<file path="src/rtl/led_matrix_scanner.sv">
// Frame-buffered scanner for a 16x8 red/green LED matrix fed by a pixel word stream.
// Optional SCAN_GHOST_BLANK_EN enables a BLANK_CYC all-off window at the start of each row.
module led_matrix_scanner #(
    parameter int ROWS      = 16,
    parameter int COLS      = 8,
    parameter int SCAN_DIV  = 2000,
    parameter int BLANK_CYC = 64
) (
    input  logic            CLK,
    input  logic            RST,
    input  logic [9:0]      PIX_IN,
    input  logic            PIX_VALID,
    input  logic            FRAME_END,
    output logic [ROWS-1:0] ROW_SEL,
    output logic [COLS-1:0] COL_RED,
    output logic [COLS-1:0] COL_GRN,
    output logic [3:0]      ROW_IDX,
    output logic [7:0]      FRAME_CNT
);

    localparam logic [15:0] LAST_CNT = 16'(SCAN_DIV - 1);
    localparam logic [ROWS-1:0] ROW_ONE = {{(ROWS-1){1'b0}}, 1'b1};

    logic [ROWS-1:0][COLS-1:0] back_red_q, back_grn_q;
    logic [ROWS-1:0][COLS-1:0] front_red_q, front_grn_q;
    logic [ROWS-1:0][COLS-1:0] wr_red_d, wr_grn_d;

    logic [15:0]     row_cnt_q, row_cnt_d;
    logic [3:0]      row_idx_q, row_idx_d;
    logic [7:0]      frame_cnt_q;
    logic [ROWS-1:0] row_sel_q, row_sel_d;
    logic [COLS-1:0] col_red_q, col_red_d;
    logic [COLS-1:0] col_grn_q, col_grn_d;

    logic [3:0] pix_row;
    logic [2:0] pix_col;
    logic       row_wrap;
    logic       blank;
    logic       unused_rsvd;

    assign pix_row     = PIX_IN[6:3];
    assign pix_col     = PIX_IN[2:0];
    assign unused_rsvd = PIX_IN[7];

    // The swap takes wr_*_d, so a pixel arriving with FRAME_END lands in the new front.
    always_comb begin
        wr_red_d = back_red_q;
        wr_grn_d = back_grn_q;
        if (PIX_VALID) begin
            wr_red_d[pix_row][pix_col] = back_red_q[pix_row][pix_col] | PIX_IN[9];
            wr_grn_d[pix_row][pix_col] = back_grn_q[pix_row][pix_col] | PIX_IN[8];
        end
    end

    assign row_wrap  = (row_cnt_q == LAST_CNT);
    assign row_cnt_d = row_wrap ? 16'd0 : row_cnt_q + 16'd1;
    assign row_idx_d = row_wrap ? row_idx_q + 4'd1 : row_idx_q;

`ifdef SCAN_GHOST_BLANK_EN
    assign blank = (row_cnt_q < 16'(BLANK_CYC));
`else
    logic unused_blank;
    assign blank        = 1'b0;
    assign unused_blank = (BLANK_CYC != 0);
`endif

    always_comb begin
        row_sel_d = '0;
        col_red_d = '0;
        col_grn_d = '0;
        if (!blank) begin
            row_sel_d = ROW_ONE << row_idx_q;
            col_red_d = front_red_q[row_idx_q];
            col_grn_d = front_grn_q[row_idx_q];
        end
    end

    always_ff @(posedge CLK or posedge RST) begin
        if (RST) begin
            back_red_q  <= '0;
            back_grn_q  <= '0;
            front_red_q <= '0;
            front_grn_q <= '0;
            row_cnt_q   <= '0;
            row_idx_q   <= '0;
            frame_cnt_q <= '0;
            row_sel_q   <= '0;
            col_red_q   <= '0;
            col_grn_q   <= '0;
        end else begin
            if (FRAME_END) begin
                front_red_q <= wr_red_d;
                front_grn_q <= wr_grn_d;
                back_red_q  <= '0;
                back_grn_q  <= '0;
                frame_cnt_q <= frame_cnt_q + 8'd1;
            end else begin
                back_red_q  <= wr_red_d;
                back_grn_q  <= wr_grn_d;
            end
            row_cnt_q <= row_cnt_d;
            row_idx_q <= row_idx_d;
            row_sel_q <= row_sel_d;
            col_red_q <= col_red_d;
            col_grn_q <= col_grn_d;
        end
    end

    assign ROW_SEL   = row_sel_q;
    assign COL_RED   = col_red_q;
    assign COL_GRN   = col_grn_q;
    assign ROW_IDX   = row_idx_q;
    assign FRAME_CNT = frame_cnt_q;

endmodule

</file>
<file path="config.mk">
export PLATFORM = sky130hd
export DESIGN_NAME = led_matrix_scanner
export DESIGN_NICKNAME = d
export VERILOG_FILES = /design/src/rtl/led_matrix_scanner.sv
export SDC_FILE = /design/constraint.sdc
export NUM_CORES = 2
export LEC_CHECK = 0
export ABC_CLOCK_PERIOD_IN_PS = 67000
export CAP_MARGIN = 20
export CORE_MARGIN = 2
export CORE_UTILIZATION = 41
export DETAILED_ROUTE_END_ITERATION = 8
export GPL_TIMING_DRIVEN = 0
export PLACE_DENSITY_LB_ADDON = 0.15
export SYNTH_ARGS = -nofsm -noshare
export SYNTH_HDL_FRONTEND = slang
export SYNTH_SLANG_ARGS = --single-unit
</file>
<file path="constraint.sdc">
create_clock -name CLK -period 67 [get_ports CLK]
set_input_delay 20.1 -clock CLK [delete_from_list [all_inputs] [get_ports CLK]]
set_output_delay 20.1 -clock CLK [all_outputs]
set_load 0.01 [all_outputs]
</file>
==> Word-level counts from Yosys, hierarchy flattened <==
Cells that the tools add are included.
{ "word_totals": {"inputBits": 14, "word_cells": 107, "regBits": 572} }
{ "classes": {"shift": 1, "bitwise_logic": 2, "order_cmp": 5, "reduce_logical": 2, "muxes": 23, "addsub": 3, "n_eq_ne": 1} }
{ "op_table": {"columns": ["cell", "n"], "rows": [
  ["$mux W128", 4],
  ["$bwmux W128", 2],
  ["$bmux W8 S4", 4],
  ["$mux W8", 5],
  ["$demux W8 S4", 1],
  ["$add A16 B1 Y16 const B", 1],
  ["$eq A16 B11 Y1 const B", 1],
  ["$mux W16", 1],
  ["$shl A1 B4 Y16 const A", 1],
  ["$lt A4 B5 Y1 const B", 2],
  ["$add A8 B1 Y8 const B", 1],
  ["$bmux W1 S3", 2],
  ["$add A4 B1 Y4 const B", 1],
  ["$ge A4 B1 Y1 const B", 1],
  ["$lt A3 B4 Y1 const B", 1],
  ["$demux W1 S3", 1],
  ["$ge A3 B1 Y1 const B", 1],
  ["$mux W1", 3],
  ["$logic_and A1 B1 Y1", 2],
  ["$or A1 B1 Y1", 2]
]} }

==> Depth between registers and ports, before layout <==
{ "depth": {"ltp_word": 9, "ltp_mapped": 13, "depth_no_buf": 7} }

==> Least setup slack after synthesis <==
No wires, ideal clock.
{ "synth_path": {"path_kind": "in2reg", "startpoint": "in PIX_IN[3]", "endpoint": "reg front_grn_q[110] (netlist name)", "required_ps": 66864, "n_path_buf": 6, "stages": 11, "setup_ps": 136, "t_arrival_ps": 22432, "slack_ps": 44431, "path_cell_list": "buf_2 > buf_6 > buf_6 > buf_4 > buf_4 > mux4_2 > a22oi_1 > nand2_2 > buf_2 > nor4_2 > o22ai_1"} }
{ "synth_via": {"elab_chain_cells": 7, "elab_cells_between_ends": 12} }
{ "synth_lines": {"columns": ["item", "line", "text"], "rows": [
  ["start, declared", "11", "input logic [9:0] PIX_IN,"],
  ["$bmux W8 S4", "51", "wr_grn_d[pix_row][pix_col] = back_grn_q[pix_row][pix_col] | PIX_IN[8];"],
  ["$mux W8 (implied by the code)", "51", null],
  ["$bmux W1 S3", "51", null],
  ["$mux W1 (implied by the code)", "51", null],
  ["$or A1 B1 Y1", "51", null],
  ["$bwmux W128 (*)", "51", null],
  ["$mux W128 (*)", "49", "if (PIX_VALID) begin"],
  ["end signal, assigned", "93", "front_grn_q <= wr_grn_d;"],
  ["end, declared", "25", "logic [ROWS-1:0][COLS-1:0] front_red_q, front_grn_q;"]
]} }
Mark *: on every way between the ends. The rest lies on a longest branch, timed or not. The select of a mux whose other input is x is not followed.
A chain may end at the register's enable or synchronous reset.

==> Final worst setup path <==
{ "layout_path": {"startpoint": "in PIX_IN[6]", "endpoint": "reg front_red_q[106] (netlist name)"} }
{ "layout_via": {"elab_chain_cells": 7, "elab_cells_between_ends": 12} }
{ "layout_lines": {"columns": ["item", "line", "text"], "rows": [
  ["$bmux W8 S4", "50", "wr_red_d[pix_row][pix_col] = back_red_q[pix_row][pix_col] | PIX_IN[9];"],
  ["$mux W8 (implied by the code)", "50", null],
  ["$bmux W1 S3", "50", null],
  ["$mux W1 (implied by the code)", "50", null],
  ["$or A1 B1 Y1", "50", null],
  ["$bwmux W128 (*)", "50", null],
  ["$mux W128 (*)", "49", null],
  ["end signal, assigned", "92", "front_red_q <= wr_red_d;"],
  ["end, declared", "25", null]
]} }
Marks and branches as above.

==> summary.txt <==
Pwr
  – PwrDens: 25.5 nW/um2
  – Total power: 824 uW
  – Maximum VDD drop: 0.0156 mV
  – Leak Pwr: 13.0 nW

Route
  – Vias: 24900
  – Iteration-0 DRC Markers: 3585
  – Routed len/inst: 31.9 um
  – Routed Antenna Nets: 0
  – Drt drc: 0
  – Vias per std cell: 6.48
  – First-pass iteration count of the detailed router: 7
  – Final wirelength: 123000 um

Flow run
  – Max_cap viols: 0

Setup path
  – CP Class: input port to register
  – Setup crit start kind: input port
  – CP max stage cell: nand4_1
  – Arrival time at the worst endpoint: 25.57 ns
  – CP endpoint kind: register
  – Crit-path most repeated cell: buf_2
  – Delay-heaviest family, CP: simple AND/OR/NAND/NOR gates
  – CP max stage delay: 0.89 ns
  – Crit Path Max Fanout: 10
  – Worst path buffer plus inverter count: 4
  – Worst endpoint required time: 67.47 ns
  – Critical-path cell list: clkdlybuf4s50_1 > buf_2 > nand2_1 > o211ai_1 > a211oi_1 > nor3_2 > nand4_1 > buf_2 > buf_1 > nor3_1 > o22ai_1

STA
  – Final Skew: 0.0349 ns
  – Setup violators final: 0
  – Final setup TNS: 0 ns
  – Fin. max-slew vios: 0
  – Fin crit share: 0.375
  – Max-Slew Margin vs Limit: 0.147
  – Period minus WS final: 25.10 ns
  – RSZ-0062 raised after global routing: false
  – Slew @ Worst Pin: 1.28 ns
  – Final Hold Viols: 0
  – Max Fclk: 39.8 MHz

Clocking
  – Clock root cell: clkbuf_16
  – Clock sink count: 572
  – CTS Hold Bufs: 0
  – Max Root-Sink Buffers: 3
  – H-Tree Depth: 3
  – Num CTS Buffers: 68
  – CTS tree: done
  – Register clock-pin slew on the reported worst setup and hold paths: 0.06 ns
  – Number of gates resized after CTS: 0
  – Number of post-CTS setup repair buffers: 0
  – Skew-Pair Late Insertion Delay: 0.63 ns

Synthesis
  – Net Count, Synth: 2798
  – Synthesis-stage register bit count: 572
  – Cells taking the most area after synthesis: dfrtp_1 51%, mux4_2 9.3%, nor2_1 5.6%
  – Synth unique cells: 61
  – Top FF cell, synth: dfrtp_1
  – Synthesized area: 28100 um2
  – Combinational family with the most area after synthesis: simple AND/OR/NAND/NOR gates
  – Synth warnings: 0
  – Area share of the largest cell type after synthesis: 0.510
  – Post-synthesis mux area share: 0.126
  – Register area share after synthesis: 0.510
  – Adder-Cell Fraction of Synth Area: 0.00357
  – Syn_area_per_cell: 10.1 um2
  – Post-synth top area cell: dfrtp_1
  – Post-Synth XOR/XNOR Area: 0.00687
  – Simple-gate share of the synthesized area: 0.168
  – Ys async rst share: 1.00
  – Mapped Cells: 2776
  – EDFF count, synth: 0
  – Post-synthesis compound-gate area fraction: 0.128

Final layout
  – Post-layout instance area: 32400 um2
  – Cell Count, Final, Fillers Out: 3846
  – Share of cells above drive strength 1: 0.123
  – Commonest non-fill, non-tap cells in the layout: 572 x dfrtp_1, 419 x nor2_1, 284 x nor3_1
  – Commonest non-fill, non-tap cell in the layout: dfrtp_1
  – Area grow syn2layout: 15.4%
  – Nets@finish: 2939
  – Final Util: 0.479

Placed design
  – Routability congestion estimate: 0.987
  – Placed inst area: 30000 um2
  – Port bufs: 53
  – Placed Cells incl. Taps: 3716
  – HPWL after DPL: 88100 um

Global route
  – Initial antenna violation count: 2
  – Vias in the first global route: 24000
  – Gr usage total: 0.349
  – Largest net degree at the start of global routing: 123
  – First-pass GRT wire length: 175000 um
  – GRT overflow: 0

Floorplan
  – Die Ht: 266 um
  – Io pins: 58
  – Initial Utilization: 0.416
  – Core ar.: 67500 um2
  – Die area: 70500 um2
  – Number of cell rows: 95
  – Die W: 266 um

Run status
  – Status: completed

Min path
  – Hold Path Class: register to register
-- sequential cells by signal, summed over array words and instances (netlist names) --
signal and cells:
row_cnt_q 16, ROW_SEL 16, front_grn_q 128, ROW_IDX 4, front_red_q 128, FRAME_CNT 8
COL_GRN 8, COL_RED 8, back_red_q 128, back_grn_q 128
-- final timing paths --
kind,startpoint,slack [ns],cells after the start,end
min reg2reg,row_cnt_q[0],0.46,1,row_cnt_q[0]
max,PIX_IN[6],41.90,11,front_red_q[106]
max reg2reg,back_red_q[116],62.58,9,front_red_q[106]
min,row_cnt_q[0],0.46,1,row_cnt_q[0]
max in group asynchronous,RST,45.30,5,back_grn_q[106]
min in group asynchronous,RST,19.86,2,front_red_q[16]
-- power by group --
part           total (mW)  internal (mW)  switching, mW
registers           0.357          0.352        0.00514
logic              0.0725         0.0190         0.0536
clock network       0.394          0.239          0.156
-- synthesized netlist by cell type (all sizes together), types with 20 or more instances --
| cell type | count |
|---|---|
| clkbuf | 157 |
| a31oi | 56 |
| a21oi | 34 |
| nand2 | 116 |
| a211oi | 69 |
| buf | 62 |
| o22ai | 168 |
| inv | 172 |
| mux2 | 32 |
| nor2b | 45 |
| o21ai | 227 |
| nor3 | 285 |
| and3 | 20 |
| mux2i | 48 |
| nor2 | 419 |
| nor4 | 30 |
| mux4 | 119 |
| and2 | 22 |
| dfrtp | 572 |
-- metal layers --
metal  wire [um]  track usage  share of wire  vias up
li1            -            -              -    10300
met1       49300        0.491           0.40    12700
met2       52600        0.504           0.43     1663
met3       13900       0.0858           0.11      344
met4        6990        0.174          0.057        2
met5          27            0        0.00022        -
-- through the flow --
step	setup slack [ns]	hold WS [ns]
floorplan	30.90	0.425
global placement	23.82	0.444
detailed placement	41.60	0.453
CTS	42.22	0.460
global route	42.08	0.488
finish	41.90	0.460
-- area by class of cell --
| class | instances | area [um2] |
|---|---|---|
| timing repair buffer | 71 | 860 |
| tap | 873 | 1090 |
| clock buffer | 101 | 2060 |
| sequential | 572 | 14300 |
| multi-input combinational | 1813 | 12100 |
| buffer | 219 | 962 |
| antenna | 5 | 12.5 |
| inverter | 172 | 653 |
| clock inverter | 20 | 283 |
| fill | 6335 | 35100 |
-- cell families (layout without fill, tap and decap cells) --
kind of cell / Yosys count / after routing
and+or+nand+nor: 986 / 986
AOI/OAI and AO/OA: 598 / 598
DFF: 572 / 572
buffers and inverters: 391 / 583
muxes: 199 / 199
xor gates and xnor gates: 22 / 22
adders and majority gates: 8 / 8
other: 0 / 5
No activity file was read; power rests on OpenSTA's default activity.
